**config.mk**
```make
export PLATFORM = sky130hd
export DESIGN_NAME = rr_dispatcher
export DESIGN_NICKNAME = d
export VERILOG_FILES = /design/src/rtl/rr_dispatch_pkg.sv /design/src/rtl/rr_dispatch_pick.sv /design/src/rtl/rr_dispatcher.sv
export SDC_FILE = /design/constraint.sdc
export NUM_CORES = 1
export LEC_CHECK = 0
export ABC_AREA = 1
export BUFFER_PORTS_ARGS = -buffer_cell sky130_fd_sc_hd__buf_2
export CAP_MARGIN = 10
export CORE_MARGIN = 3
export CORE_UTILIZATION = 45
export CTS_CLUSTER_DIAMETER = 200
export CTS_CLUSTER_SIZE = 16
export DETAILED_ROUTE_END_ITERATION = 10
export PLACE_DENSITY_LB_ADDON = 0.1
export SETUP_SLACK_MARGIN = 0.15
export SLEW_MARGIN = 20
export SYNTH_ARGS = -nofsm -noshare
export SYNTH_HDL_FRONTEND = slang
export SYNTH_SLANG_ARGS = --single-unit
```
**constraint.sdc**
```tcl
create_clock -name clk -period 2.6 [get_ports clk]
set_clock_uncertainty 0.15 [all_clocks]
set_input_delay 0.26 -clock clk [delete_from_list [all_inputs] [get_ports clk]]
set_output_delay 0.26 -clock clk [all_outputs]
set_load 0.03 [all_outputs]
```
**src/rtl/rr_dispatch_pkg.sv**
```systemverilog
// Shared types and helpers for the round-robin dispatcher and its picker.
// Pointer width for a given channel count is $clog2(N); PW_MAX covers the largest build.
package rr_dispatch_pkg;

    localparam int N_MAX  = 8;
    localparam int PW_MAX = $clog2(N_MAX);

    typedef enum logic {
        PICK_WORK   = 1'b0,
        PICK_STRICT = 1'b1
    } pick_mode_e;

    function automatic logic [N_MAX-1:0] onehot(input logic [PW_MAX-1:0] idx);
        logic [N_MAX-1:0] v;
        v      = '0;
        v[idx] = 1'b1;
        return v;
    endfunction

    // Next index in rotation for a ring of n entries.
    function automatic logic [PW_MAX-1:0] wrap_inc(input logic [PW_MAX-1:0] idx,
                                                    input int unsigned      n);
        logic [PW_MAX-1:0] nxt;
        if (32'(idx) + 32'd1 >= n)
            nxt = '0;
        else
            nxt = idx + 1'b1;
        return nxt;
    endfunction

endpackage

```
**src/rtl/rr_dispatch_pick.sv**
```systemverilog
// rr_pick: combinational rotating-priority picker. Scans free channels starting
// at the pointer; in strict mode only the pointer channel is a candidate.
module rr_pick
    import rr_dispatch_pkg::*;
#(
    parameter int N  = 3,
    parameter int PW = (N > 1) ? $clog2(N) : 1
) (
    input  logic [N-1:0]  i_free,
    input  logic [PW-1:0] i_ptr,
    input  pick_mode_e    i_mode,
    output logic          o_found,
    output logic [PW-1:0] o_sel,
    output logic [N-1:0]  o_sel_oh
);

    localparam logic [PW:0] NV = (PW+1)'(N);

    logic [2*N-1:0] w_dbl;
    logic [2*N-1:0] w_shift;
    logic [N-1:0]   w_rot;
    logic [PW-1:0]  w_off;
    logic           w_found;
    logic [PW:0]    w_sum;

    // Rotate so that bit k of w_rot is channel (ptr + k) mod N.
    assign w_dbl   = {i_free, i_free};
    assign w_shift = w_dbl >> i_ptr;
    assign w_rot   = w_shift[N-1:0];

    always_comb begin
        w_found = 1'b0;
        w_off   = '0;
        for (int k = N - 1; k >= 0; k--) begin
            if (w_rot[k] && (i_mode == PICK_WORK || k == 0)) begin
                w_found = 1'b1;
                w_off   = PW'(k);
            end
        end
    end

    always_comb begin
        w_sum = {1'b0, i_ptr} + {1'b0, w_off};
        if (w_sum >= NV)
            w_sum = w_sum - NV;
    end

    assign o_found  = w_found;
    assign o_sel    = w_sum[PW-1:0];
    assign o_sel_oh = w_found ? N'(onehot(PW_MAX'(w_sum[PW-1:0]))) : '0;

endmodule

```
**src/rtl/rr_dispatcher.sv**
```systemverilog
// Round-robin dispatcher: one valid/ready stream spread over N one-entry channel buffers.
// Define RR_DISPATCH_STRICT_EN for strict rotation (item i always to channel i mod N).
module rr_dispatcher
    import rr_dispatch_pkg::*;
#(
    parameter int N  = 3,
    parameter int DW = 8,
    parameter int CW = 16
) (
    input  logic              clk,
    input  logic              srst_n,
    input  logic              en,
    input  logic              in_vld,
    input  logic [DW-1:0]     in_data,
    output logic              in_rdy,
    output logic [N-1:0]      out_vld,
    output logic [N*DW-1:0]   out_data,
    input  logic [N-1:0]      out_rdy,
    output logic [N-1:0]      o_sel,
    output logic [CW-1:0]     o_cnt
);

    localparam int PW = $clog2(N);

`ifdef RR_DISPATCH_STRICT_EN
    localparam pick_mode_e MODE = PICK_STRICT;
`else
    localparam pick_mode_e MODE = PICK_WORK;
`endif

    if (N < 2 || N > N_MAX) begin : g_bad_n
        $error("rr_dispatcher: N must be in 2..%0d", N_MAX);
    end

    logic [PW-1:0]             r_ptr;
    logic [N-1:0]              r_vld;
    logic [N-1:0][DW-1:0]      r_data;
    logic [N-1:0]              r_sel;
    logic [CW-1:0]             r_cnt;

    logic [N-1:0]              w_free;
    logic                      w_found;
    logic [PW-1:0]             w_sel;
    logic [N-1:0]              w_sel_oh;
    logic                      w_acc;

    // A channel draining this cycle can take a new item in the same cycle.
    assign w_free = ~r_vld | out_rdy;

    rr_pick #(
        .N  (N),
        .PW (PW)
    ) u_pick (
        .i_free   (w_free),
        .i_ptr    (r_ptr),
        .i_mode   (MODE),
        .o_found  (w_found),
        .o_sel    (w_sel),
        .o_sel_oh (w_sel_oh)
    );

    assign in_rdy = en & w_found;
    assign w_acc  = in_vld & in_rdy;

    always_ff @(posedge clk) begin
        if (!srst_n) begin
            r_ptr  <= '0;
            r_vld  <= '0;
            r_data <= '0;
            r_sel  <= '0;
            r_cnt  <= '0;
        end else begin
            if (w_acc) begin
                r_ptr <= PW'(wrap_inc(PW_MAX'(w_sel), N));
                r_sel <= w_sel_oh;
                r_cnt <= r_cnt + CW'(1);
            end else begin
                r_sel <= '0;
            end
            for (int i = 0; i < N; i++) begin
                if (w_acc && w_sel_oh[i]) begin
                    r_vld[i]  <= 1'b1;
                    r_data[i] <= in_data;
                end else if (out_rdy[i]) begin
                    r_vld[i]  <= 1'b0;
                end
            end
        end
    end

    assign out_vld  = r_vld;
    assign out_data = r_data;
    assign o_sel    = r_sel;
    assign o_cnt    = r_cnt;

endmodule
```
==> metrics.md <==
| Metric | Value |
|---|---|
| Outcome | `finished, violations left` |
| Failing checks | `setup timing` |
| Inserted Clock Buffers | `5` |
| Maximum clock path buffer count | `2` |
| Fraction of the mapped netlist area in adder cells | `0.0227` |
| Post-route design area | `3380 um^2` |
| CTS tree | `built` |
| Post-synth top flop | `dfxtp_1` |
| Largest family of logic cells by synthesized area | `simple AND/OR/NAND/NOR gates` |
| Final-report max-slew violation count | `0` |
| Synthesized area per cell | `6.69 um^2` |
| Max Freq | `333 MHz` |
| Depth of the most critical reg-to-reg path | `22` |
| Library cell occupying the most area in the post-synthesis netlist | `dfxtp_1` |
| RD Place Congestion | `0.824` |
| Power density normalized to cell area | `478 nW/um^2` |
| Total of max-cap violations | `0` |
| Width of the die | `81.0 um` |
| Area share of the largest cell type after synthesis | `0.379` |
| Cell with the most instances after synthesis | `nand2_1` |
| Boundary pin count | `62` |
| Pre-CTS setup slack | `-366 ps` |
| Multiplexer share of the synthesized area | `0` |
| P_leak | `1.68 nW` |
| Global-route congestion overflow total | `0` |
| Worst Setup Slack, final | `-406 ps` |
| Number of routed nets with antenna violations | `0` |
| Storage cell area | `977 um^2` |
| # setup viols final | `32` |
| PnR Total Power | `1.61 mW` |
| DRT Wirelength | `6720 um` |
| Maximum number of pins on one net before global-route repair | `27` |
| Global routing usage summed across all routing layers | `0.207` |
| DP HPWL | `4360 um` |
| Fraction of the cycle the final worst path needs | `1.16` |
| Global-route wire length before repair | `10700 um` |
| Number of antenna violations at the first check in global routing | `0` |
| # fillers | `503` |
| Die area | `6570 um^2` |
| Final antenna diode count | `0` |
| Synthesized-area fraction occupied by ao, oa, aoi and oai cells | `0.0528` |
| Root Driver | `clkbuf_8` |
| Slew of the pin with the lowest slew margin | `841 ps` |
| CTS clk-pin slew, worst paths | `100 ps` |
| Share of synthesized flip-flops with an asynchronous set or reset | `0` |
| WP data arrival | `3090 ps` |
| Leading post-synthesis cells by cell area | `dfxtp_1, nand2_1, nor2_1, inv_1, nand4_1` |
| Synthesized Nets | `398` |
| Clock sink count | `48` |
| RSZ-0062 raised after global routing | `yes` |
| Number of violations reported at the end of detailed-routing iteration 0 | `163` |
| Area share of and/or/nand/nor cells after synthesis | `0.404` |
| Critical Path RT | `2680 ps` |
| Number of distinct library cells after synthesis | `26` |
| Startpoint type of the worst setup path | `flop` |
| Count of unresolved DRC violations after routing | `0` |
| Share of the synthesized netlist area taken by xor and xnor gates | `0.0242` |
| Largest driver fanout on the critical path | `5` |
| Max IR drop VDD | `0.365 mV` |
| Number of hold-slack violations in the final timing report | `0` |
| Sort of element at the end of the critical path | `flop` |
| Area grow syn2layout | `33.3%` |
| Total number of vias | `2554` |
| Warning count from the yosys run | `0` |
| Mean number of vias per cell | `4.78` |
| Portion of the post-synthesis area used by sequential elements | `0.379` |
| Quantity of I/O buffers inserted on ports | `61` |
| DIE HEIGHT | `81.0 um` |
| R2R setup slack | `-410 ps` |
| Final critical delay including setup and external delays | `3010 ps` |
| Effective utilization at floorplan | `0.481` |
| Worst min-delay path category | `in2reg` |
| Depth of the CTS H-tree | `2` |
| Placed standard-cell area | `3030 um^2` |
| Top cell types by occurrence after synthesis | `nand2_1, nor2_1, inv_1` |
| Floorplan core area | `5270 um^2` |
| Seq cells post-synth | `48` |
| Routed length per instance | `12.6 um` |
| Worst-case hold slack | `58.8 ps` |
| Post-synth EDFFs | `0` |
| Via count of the first global-routing pass | `2273` |
| Total area of multi-input combinational cells | `1410 um^2` |
| Max_slew headroom | `0.439` |
| Layout cell share with drive strength beyond 1 | `0.341` |
| Post-Syn Area | `2530 um^2` |
| Number of cells produced by synthesis | `379` |
| Number of placement rows | `26` |
| First-pass iteration count of the detailed router | `4` |
| Hold Path Cell Cnt | `3` |
| Clk Latency, worst-skew pair | `310 ps` |
| Total Nets Final | `482` |
| Type of the worst setup path | `reg2reg` |
## what timing repair did
action	in CTS	in global routing
hold buffers	0	0
resized for setup	18	26
endpoints found under the setup margin	32	33
gates cloned	2	1
pin swaps	3	4
setup buffers	3	6
## cells by family (layout without fill, tap and decap cells)
| family | Yosys count | after routing |
|---|---|---|
| buffers and inverters | 70 | 153 |
| AOI/OAI and AO/OA | 23 | 23 |
| xor gates and xnor gates | 7 | 7 |
| and+or+nand+nor | 227 | 229 |
| DFF | 48 | 48 |
| adders and majority gates | 4 | 4 |
## metrics by stage
stage / util / TNS, ps / std cells
global placement: 0.574 / -6380 / 514
global route: 0.641 / -16400 / 534
floorplan: - / -3190 / 379
detailed placement: 0.574 / -9410 / 514
CTS: 0.614 / -8220 / 527
finish: 0.641 / -10680 / 534
## worst paths after layout
path              startpoint           end
setup / recovery    r_ptr[0]      r_ptr[1]
hold reg to reg    o_cnt[15]     o_cnt[15]
setup reg to reg    r_ptr[0]      r_ptr[1]
hold / removal    in_data[3]  out_data[19]
## cells in the final DEF (no fill, tap or decap)
cell	synthesis	routed
nor2_4	0	1
nand4_4	3	4
buf_4	2	25
ha_2	0	2
xor2_1	4	4
bufinv_16	0	1
inv_1	54	49
o21ai_0	3	3
nand3_4	1	1
fa_1	1	1
a21oi_2	5	6
clkbuf_16	0	1
nor2_2	2	5
nor3_1	3	3
nand2_1	112	92
inv_2	1	5
dfxtp_4	0	4
buf_12	0	3
clkinv_1	0	1
inv_4	0	1
buf_2	3	60
clkinv_4	0	1
dfxtp_1	48	43
nor3_2	1	1
clkbuf_8	0	5
nand4_1	22	22
a21oi_1	15	14
dfxtp_2	0	1
nand3_1	14	9
xnor2_1	3	3
ha_1	3	1
nor2_1	64	60
nand3_2	1	6
buf_6	3	1
nand3b_1	1	1
nand4_2	0	1
nand2_2	3	23
## layout make-up
| cell class | count | share of cell area |
|---|---|---|
| clock buffers | 5 | 0.0204 |
| clock inverters | 3 | 0.0126 |
| inverters | 55 | 0.0619 |
| repair buffers | 90 | 0.173 |
| multi-input cells | 263 | 0.417 |
| well taps | 70 | 0.0259 |
| flip-flops and latches | 48 | 0.289 |
## power by group
| part | internal [mW] | leakage, nW | switching, mW |
|---|---|---|---|
| logic | 0.0980 | 1.23 | 0.188 |
| registers | 0.761 | 0.393 | 0.0186 |
| clock network | 0.285 | 0.0558 | 0.263 |
## registers in the layout (all words and copies together) (netlist names)
register / flops
o_sel: 3
out_vld: 3
o_cnt: 16
out_data: 24
r_ptr: 2
## critical path: stages (launching register included)
cell     delay, ps
dfxtp_4        390
inv_4           50
nand3_2         60
nand2_2         60
nand2_2         60
nand2_2         70
a21oi_2        110
ha_2           180
inv_2           30
fa_1           520
inv_1           60
ha_2           170
inv_2           60
nand3_2         80
nand2_2         70
nand2_2         60
inv_2           80
nand2_2         50
inv_2           60
nand4_4        120
buf_4          200
buf_6          110
a21oi_2        120
## routing by layer
layer / wire [um] / part of all wire / GRT usage / vias up
li1: - / - / - / 1346
met1: 3020 / 0.45 / 0.268 / 1153
met2: 3320 / 0.49 / 0.342 / 48
met3: 289 / 0.043 / 0.0477 / 7
met4: 87 / 0.013 / 0.0659 / 0
met5: 0 / 0 / 0 / -
Note: power is estimated with default switching activity, not from simulation.
